## src/rtl/solution_frame_tx_if.sv

```systemverilog
// Byte-stream link from the solution frame transmitter toward the host bridge.
// The master drives data/valid and the slave returns ready.
interface solution_frame_tx_if;
    logic [7:0] tx_data_o;
    logic       tx_valid_o;
    logic       tx_ready_i;

    modport master (output tx_data_o, output tx_valid_o, input tx_ready_i);
    modport slave  (input tx_data_o, input tx_valid_o, output tx_ready_i);
endinterface

```

## src/rtl/solution_frame_tx.sv

```systemverilog
// Captures the best-solution tracker outputs on eval_done_i and streams them as
// a fixed frame: A5, p0, d0, d1, d2, fx (MSB byte first), XOR checksum.
module solution_frame_tx #(
    parameter int pd = 12,
    parameter int p  = 22
) (
    input  logic                 clk,
    input  logic                 rst_n,
    input  logic                 eval_done_i,
    input  logic [pd+p-1:0]      d0_sol_i,
    input  logic [pd+p-1:0]      d1_sol_i,
    input  logic [pd+p-1:0]      d2_sol_i,
    input  logic [3+p-1:0]       fx_best_i,
    input  logic [7:0]           p0_idx_best_i,
    solution_frame_tx_if.master  tx,
    output logic                 busy_o,
    output logic                 overrun_o,
    input  logic                 clr_ovr_i,
    output logic [15:0]          frame_cnt_o
);
    localparam int DW = pd + p;
    localparam int FW = 3 + p;
    localparam int DB = (DW + 7) / 8;
    localparam int FB = (FW + 7) / 8;
    localparam int NB = 1 + 3 * DB + FB;   // body bytes between header and checksum
    localparam int IW = $clog2(NB);

    localparam logic [1:0] S_IDLE = 2'd0;
    localparam logic [1:0] S_HDR  = 2'd1;
    localparam logic [1:0] S_BODY = 2'd2;
    localparam logic [1:0] S_CSUM = 2'd3;

    logic [1:0]    state;
    logic [IW-1:0] idx;
    logic [7:0]    csum;
    logic [7:0]    tx_data;
    logic          tx_valid;

    logic [DW-1:0] d0_q, d1_q, d2_q;
    logic [FW-1:0] fx_q;
    logic [7:0]    p0_q;

    logic [8*NB-1:0] body_vec;
    logic [7:0]      body_b [NB];
    logic            hs;
    logic [IW-1:0]   idx_nxt;
    logic [7:0]      csum_nxt;

    assign body_vec = {p0_q, (8*DB)'(d0_q), (8*DB)'(d1_q), (8*DB)'(d2_q), (8*FB)'(fx_q)};

    always_comb begin
        for (int i = 0; i < NB; i++) begin
            body_b[i] = body_vec[(NB-1-i)*8 +: 8];
        end
    end

    assign hs       = tx_valid & tx.tx_ready_i;
    assign idx_nxt  = idx + IW'(1);
    assign csum_nxt = csum ^ tx_data;

    assign tx.tx_data_o  = tx_data;
    assign tx.tx_valid_o = tx_valid;

    always_ff @(posedge clk or negedge rst_n) begin
        if (!rst_n) begin
            state       <= S_IDLE;
            idx         <= '0;
            csum        <= '0;
            tx_data     <= '0;
            tx_valid    <= 1'b0;
            busy_o      <= 1'b0;
            overrun_o   <= 1'b0;
            frame_cnt_o <= '0;
            d0_q        <= '0;
            d1_q        <= '0;
            d2_q        <= '0;
            fx_q        <= '0;
            p0_q        <= '0;
        end else begin
            // A pulse that cannot be captured marks overrun; set beats clear.
            if (eval_done_i && state != S_IDLE) overrun_o <= 1'b1;
            else if (clr_ovr_i)                 overrun_o <= 1'b0;

            case (state)
                S_IDLE: begin
                    if (eval_done_i) begin
                        d0_q     <= d0_sol_i;
                        d1_q     <= d1_sol_i;
                        d2_q     <= d2_sol_i;
                        fx_q     <= fx_best_i;
                        p0_q     <= p0_idx_best_i;
                        csum     <= '0;
                        idx      <= '0;
                        tx_data  <= 8'hA5;
                        tx_valid <= 1'b1;
                        busy_o   <= 1'b1;
                        state    <= S_HDR;
                    end
                end
                S_HDR: begin
                    if (hs) begin
                        tx_data <= body_b[0];
                        idx     <= '0;
                        state   <= S_BODY;
                    end
                end
                S_BODY: begin
                    if (hs) begin
                        csum <= csum_nxt;
                        if (idx == IW'(NB-1)) begin
                            tx_data <= csum_nxt;
                            state   <= S_CSUM;
                        end else begin
                            idx     <= idx_nxt;
                            tx_data <= body_b[idx_nxt];
                        end
                    end
                end
                S_CSUM: begin
                    if (hs) begin
                        tx_data     <= '0;
                        tx_valid    <= 1'b0;
                        busy_o      <= 1'b0;
                        frame_cnt_o <= frame_cnt_o + 16'd1;
                        state       <= S_IDLE;
                    end
                end
                default: state <= S_IDLE;
            endcase
        end
    end
endmodule

```

## src/flat_wrapper.sv

```systemverilog
// flat-port wrapper written by rule: the top's interface ports become plain ports
module solution_frame_tx_flat 
#(
    parameter int pd = 12,
    parameter int p  = 22
)
  (clk, rst_n, eval_done_i, d0_sol_i, d1_sol_i, d2_sol_i, fx_best_i, p0_idx_best_i, busy_o, overrun_o, clr_ovr_i, frame_cnt_o, tx_tx_data_o, tx_tx_valid_o, tx_tx_ready_i);
  solution_frame_tx_if tx_i ();
  input  logic clk;
  input  logic rst_n;
  input  logic eval_done_i;
  input  logic [pd+p-1:0] d0_sol_i;
  input  logic [pd+p-1:0] d1_sol_i;
  input  logic [pd+p-1:0] d2_sol_i;
  input  logic [3+p-1:0] fx_best_i;
  input  logic [7:0] p0_idx_best_i;
  output logic busy_o;
  output logic overrun_o;
  input  logic clr_ovr_i;
  output logic [15:0] frame_cnt_o;
  output wire logic [$bits(tx_i.tx_data_o)-1:0] tx_tx_data_o;
  output wire logic [$bits(tx_i.tx_valid_o)-1:0] tx_tx_valid_o;
  input wire logic [$bits(tx_i.tx_ready_i)-1:0] tx_tx_ready_i;
  assign tx_tx_data_o = tx_i.tx_data_o;
  assign tx_tx_valid_o = tx_i.tx_valid_o;
  assign tx_i.tx_ready_i = tx_tx_ready_i;
  solution_frame_tx #(.pd(pd), .p(p)) u_core (.clk(clk), .rst_n(rst_n), .eval_done_i(eval_done_i), .d0_sol_i(d0_sol_i), .d1_sol_i(d1_sol_i), .d2_sol_i(d2_sol_i), .fx_best_i(fx_best_i), .p0_idx_best_i(p0_idx_best_i), .tx(tx_i), .busy_o(busy_o), .overrun_o(overrun_o), .clr_ovr_i(clr_ovr_i), .frame_cnt_o(frame_cnt_o));
endmodule
```

## config.mk

```make
export PLATFORM = sky130hd
export DESIGN_NAME = solution_frame_tx_flat
export DESIGN_NICKNAME = d
export VERILOG_FILES = /design/src/rtl/solution_frame_tx_if.sv /design/src/rtl/solution_frame_tx.sv /design/src/flat_wrapper.sv
export SDC_FILE = /design/constraint.sdc
export NUM_CORES = 1
export LEC_CHECK = 0
export CORE_ASPECT_RATIO = 1.5
export CORE_MARGIN = 1
export CORE_UTILIZATION = 56
export DETAILED_ROUTE_END_ITERATION = 8
export GPL_ROUTABILITY_DRIVEN = 0
export GPL_TIMING_DRIVEN = 0
export PLACE_DENSITY = 0.86
export SETUP_SLACK_MARGIN = 0.4
export SLEW_MARGIN = 20
export SYNTH_ARGS = -nofsm -noshare
export SYNTH_HDL_FRONTEND = slang
export SYNTH_SLANG_ARGS = --single-unit
export TNS_END_PERCENT = 100
```

## constraint.sdc

```tcl
create_clock -name clk -period 3.9 [get_ports clk]
set_clock_uncertainty 0.2 [all_clocks]
set_input_delay 0.78 -clock clk [delete_from_list [all_inputs] [get_ports clk]]
set_output_delay 0.78 -clock clk [all_outputs]
set_load 0.01 [all_outputs]
```

# Yosys cells after proc, flatten, opt, wreduce, memory -nomap -nowiden
# Cells that the tools add are included.
[op_classes]
bitwise_logic = 3
order_cmp = 1
n_addsub = 2
reduce_logical = 14
n_eq_ne = 10
mux = 28
[op_table]
columns = ["op", "n"]
rows = [
  ["8-bit 2-to-1 mux", 9],
  ["8-bit binary-select mux with 5-bit select", 1],
  ["8-bit case mux with 4 select lines", 1],
  ["5-bit 2-to-1 mux", 4],
  ["16-bit by 1-bit adder with 16-bit output, second input constant", 1],
  ["8-bit case mux with 2 select lines", 1],
  ["5-bit case mux with 3 select lines", 1],
  ["2-bit 2-to-1 mux", 5],
  ["5-bit AND reduction", 2],
  ["2-bit by 1-bit inequality test with 1-bit output, second input constant", 4],
  ["2-bit case mux with 4 select lines", 1],
  ["2-bit nonzero test", 4],
  ["8-bit XOR", 1],
  ["6-bit greater-or-equal comparator, second input constant", 1],
  ["5-bit inverter with 6-bit output", 1],
  ["3-bit AND reduction", 2],
  ["5-bit by 1-bit adder with 5-bit output, second input constant", 1],
  ["5-bit equality test, second input constant", 1],
  ["2-bit equality test, second input constant", 2],
  ["1-bit 2-to-1 mux", 4],
  ["2-bit inequality test, second input constant", 2],
  ["2-bit AND reduction", 2],
  ["4-bit AND reduction", 1],
  ["3-bit nonzero test", 1],
  ["other kinds (5)", 5],
]
[totals]
out_inout_bits = 27
elab_cells = 70
ff_bits = 176
input_bits = 140

# Depth between registers and ports, before layout
[logic_depth]
ltp_word = 8
ltp_mapped = 9
ltp_nobuf = 7

# Worst setup path after synthesis
# OpenSTA, ideal clock, no wires.
[synth_timing]
path_type = "flip-flop to flip-flop"
from = "reg u_core.idx[1]"
to = "reg u_core.tx_data[6], in the netlist u_core.tx.tx_data_o[6]"
path_buffers = 3
stages_incl_launch_ff = 10
period_less_slack_ns = 2.236
arrival_time_ns = 1.896
setup_time_ns = 0.139
slack_ns = 1.664
t_required_ns = 3.561
path_cell_list = "dfrtp_1 ha_1 buf_2 buf_4 buf_2 mux4_2 nand2_1 o211ai_1 nand2_1 o221ai_1"
[synth_between]
elab_chain_len = 8
word_cells_on_any_way = 9
cone_classes = "add/sub: 1; eq/ne: 1; mux: 6; bitwise: 1"
[synth_rtl]
columns = ["item", "line", "rtl"]
rows = [
  ["from (decl)", "solution_frame_tx.sv:34", "logic [IW-1:0] idx;"],
  ["from (signal assigned)", "solution_frame_tx.sv:114", "idx <= idx_nxt;"],
  ["5-bit by 1-bit adder with 5-bit output", "solution_frame_tx.sv:58", "assign idx_nxt = idx + IW'(1);"],
  ["5-bit inverter with 6-bit output (implied by the code)", "solution_frame_tx.sv:115", "tx_data <= body_b[idx_nxt];"],
  ["8-bit binary-select mux with 5-bit select", "solution_frame_tx.sv:115", ""],
  ["8-bit 2-to-1 mux (implied by the code) (2 in series)", "solution_frame_tx.sv:115", ""],
  ["8-bit 2-to-1 mux *", "solution_frame_tx.sv:110", "if (idx == IW'(NB-1)) begin"],
  ["8-bit 2-to-1 mux *", "solution_frame_tx.sv:108", "if (hs) begin"],
  ["8-bit case mux with 4 select lines *", "solution_frame_tx.sv:84", "case (state)"],
  ["to (signal assigned)", "solution_frame_tx.sv:102", "tx_data <= body_b[0];"],
  ["to (signal assigned)", "solution_frame_tx.sv:111", "tx_data <= csum_nxt;"],
  ["to (signal assigned)", "solution_frame_tx.sv:115", ""],
  ["to (decl)", "solution_frame_tx.sv:36", "logic [7:0] tx_data;"],
]
# Every way passes the cells marked *; elsewhere a longest branch is shown, timed or not. The select of a mux whose other input is x is not followed.
# A chain may end at the register's enable or synchronous reset.

# Worst setup path in the final report
[layout_timing]
from = "reg u_core.idx[1]"
to = "reg u_core.tx_data[5], in the netlist u_core.tx.tx_data_o[5]"
# Same word-level chain as after synthesis.

==> results.ini <==
[critical_path]
worstPathArrival_ns = 3.06
crit_path_end_kind = flip-flop
cp.required_ns = 4.05
cp_max_fo = 10
critPathLaunchType = flip-flop
crit_type = reg2reg

[sta]
timing.fmax_mhz = 344
worst_slew_pin_slew_ns = 0.822
rsz0062_at_grt = false
holdWs_ns = 0.119
fin_crit_ns = 2.91
final.period_utilization = 0.746
setup_violations = 0
final_max_slew_viol_count = 0
slew_headroom = 0.452
finalHoldViolations = 0
setup_tns_ns = 0

[placed_design]
hpwl_um = 16500
place_inst = 1011
post_dp_cell_area_um2 = 10400
numPortBuffers = 166

[routing]
wl_per_cell_um = 21.7
wirelength_um = 22600
via_count = 6350
drc = 0
viasPerCell = 6.09
drt.antenna.violating_nets = 0
dr.pass1.iters = 7
first_iter_violations = 478

[floorplan]
ios = 167
coreArea_um2 = 14600
fp-row-count = 54
start_util = 0.577
die_h_um = 152
die_x_um = 102
die_area_um2 = 15500

[layout]
areaGrowthSynthToFinish_pct = 30.1
fin_nets = 980
fill_cells = 943
diodes = 0
finalNonFillerCells = 1043
layout-drive-gt1-share = 0.273
final_area_um2 = 11000

[clocking]
postCtsHoldBufs = 0
clockRootBuffer = clkbuf_16
cts_tree = done
cts_setup_buffers = 0
numCtsBuffers = 17
clk_pin_slew_ns = 0.07
cts_resized = 0
clkLatencyLatePin_ns = 0.43
htree_levels = 4
cts_buffer_depth = 2
clkSinkCount = 176

[synthesis]
synth-edff-count = 0
ys_ff_latch = 176
syn_inst = 648
yosys.area.top_type = dfrtp_1
syn_area_um2 = 8420
synth_cell_type_count = 53
synth_ff_type = dfrtp_1
yosysWarnings = 0
syn-num-nets = 794
synth_common_cells = dfrtp_1, mux2_2, nand2_1, o21ai_0
synthTopCellsByArea = dfrtp_1, mux2_2, mux4_2, o21ai_0, a221oi_1
synth_top_area_frac = 0.523
synthArstFlopShare = 1.00
ys_seq_area_frac = 0.523
syn_avg_cell_area_um2 = 13.0
yosysMostFrequentCell = dfrtp_1

[grt]
grt_max_degree = 96
grt_pass1_vias = 6840
overflow = 0
grt_pass1_wl_um = 35700
antenna_found_initial = 0
gr-usage-all-layers = 0.307

[power_and_ir_drop]
switching_share = 0.347
p_leak_nw = 4.53
switching_power_w = 0.00290
power.share.sequential = 0.385
power.total_w = 0.00835
clkPwrFrac = 0.204
combPwrFrac = 0.411
power_density_nw_per_um2 = 762
ir_drop_uv = 357
intPower_w = 0.00545

[run]
maxCapViolations = 0

[outcome]
outcome = completed

[hold_path]
hold_class = in2async

[registers in the layout, summed over array words and instances (netlist names)]
register and flops:
u_core.d2_q 34, u_core.d1_q 34, u_core.p0_q 8, u_core.state 2, u_core.csum 8, u_core.tx.tx_data_o 8, u_core.fx_q 25, u_core.idx 5
u_core.busy_o 1, u_core.d0_q 34, u_core.frame_cnt_o 16, u_core.overrun_o 1
[layout by cell type (no fill, tap or decap), drive strengths merged, types with 3 or more instances in the layout]
cell type / n
dfrtp: 176
clkdlybuf4s50: 165
mux2: 156
clkbuf: 35
nand2: 33
o21ai: 33
buf: 23
nand2b: 17
nor2: 17
nand3: 17
inv: 16
a221oi: 15
xnor2: 15
mux4: 15
a21oi: 14
a22o: 10
o22ai: 9
mux2i: 7
a22oi: 7
ha: 6
xor2: 6
clkinv: 6
nor2b: 5
o211ai: 4
o31ai: 4
o221ai: 4
a221o: 4
nor3: 4
and2: 3
[cell type report]
| cell class | count | area, um^2 | area share |
|---|---|---|---|
| Inverter | 12 | 45.0 | 0.00411 |
| Clock inverter | 14 | 154 | 0.0141 |
| Sequential cell | 176 | 4400 | 0.402 |
| Tap cell | 196 | 245 | 0.0224 |
| Buffer | 38 | 196 | 0.0179 |
| Multi-Input combinational cell | 422 | 3770 | 0.345 |
| Timing Repair Buffer | 167 | 1690 | 0.155 |
| Clock buffer | 18 | 439 | 0.0401 |
[power groups by stage]
stage / Sequential [W] / Combinational, W / Clock (W)
detailed placement: 0.00320 / 0.00336 / 0
global placement: 0.00313 / 0.00322 / 0
floorplan: 0.00303 / 0.00238 / 0
global route: 0.00328 / 0.00366 / 0.00180
CTS: 0.00319 / 0.00341 / 0.00172
finish: 0.00321 / 0.00343 / 0.00171
[layer usage]
| metal | share of wire | vias to the layer above | track usage |
|---|---|---|---|
| met5 | 0 | - | 0 |
| met4 | 0.059 | 0 | 0.188 |
| met3 | 0.052 | 89 | 0.0564 |
| met2 | 0.54 | 308 | 0.533 |
| met1 | 0.35 | 3197 | 0.341 |
| li1 | - | 2756 | - |
[cell families (layout without fill, tap and decap cells)]
kind of cell	Yosys count	after routing	synth area share
and+or+nand+nor	107	107	0.0679
muxes	178	178	0.259
xor gates and xnor gates	21	21	0.0236
AOI/OAI and AO/OA	110	110	0.0890
DFF	176	176	0.523
adders and majority gates	6	6	0.00892
buffers and inverters	50	249	0.0287
[path summary, 6_finish.rpt]
kind	startpoint	to	slack, ns	cells after the start
min in group clk	u_core.frame_cnt_o[15]	u_core.frame_cnt_o[15]	0.27	1
worst max register to register	u_core.idx[1]	u_core.tx.tx_data_o[5]	0.99	8
worst min-delay path	rst_n	u_core.frame_cnt_o[15]	0.12	1
worst min register to register	u_core.frame_cnt_o[15]	u_core.frame_cnt_o[15]	0.27	1
max in group asynchronous	rst_n	u_core.fx_q[8]	2.50	2
worst max-delay path	u_core.idx[1]	u_core.tx.tx_data_o[5]	0.99	8
[critical path, stage by stage, from the launching register on]
cell and delay [ns]:
dfrtp_1 0.44, ha_1 0.29, buf_2 0.24, buf_4 0.26
nor2b_1 0.43, a221oi_1 0.20, o21ai_0 0.35, nand3_1 0.20
a21oi_1 0.20
[per-stage QoR]
step                       util  setup WS, ns
after global routing      0.751         0.898
after CTS                 0.751          1.11
after floorplan               -          1.66
after detailed placement  0.710         0.830
after global placement    0.708         -4.87
final                     0.751         0.991
Power figures use the tool's default switching activity.
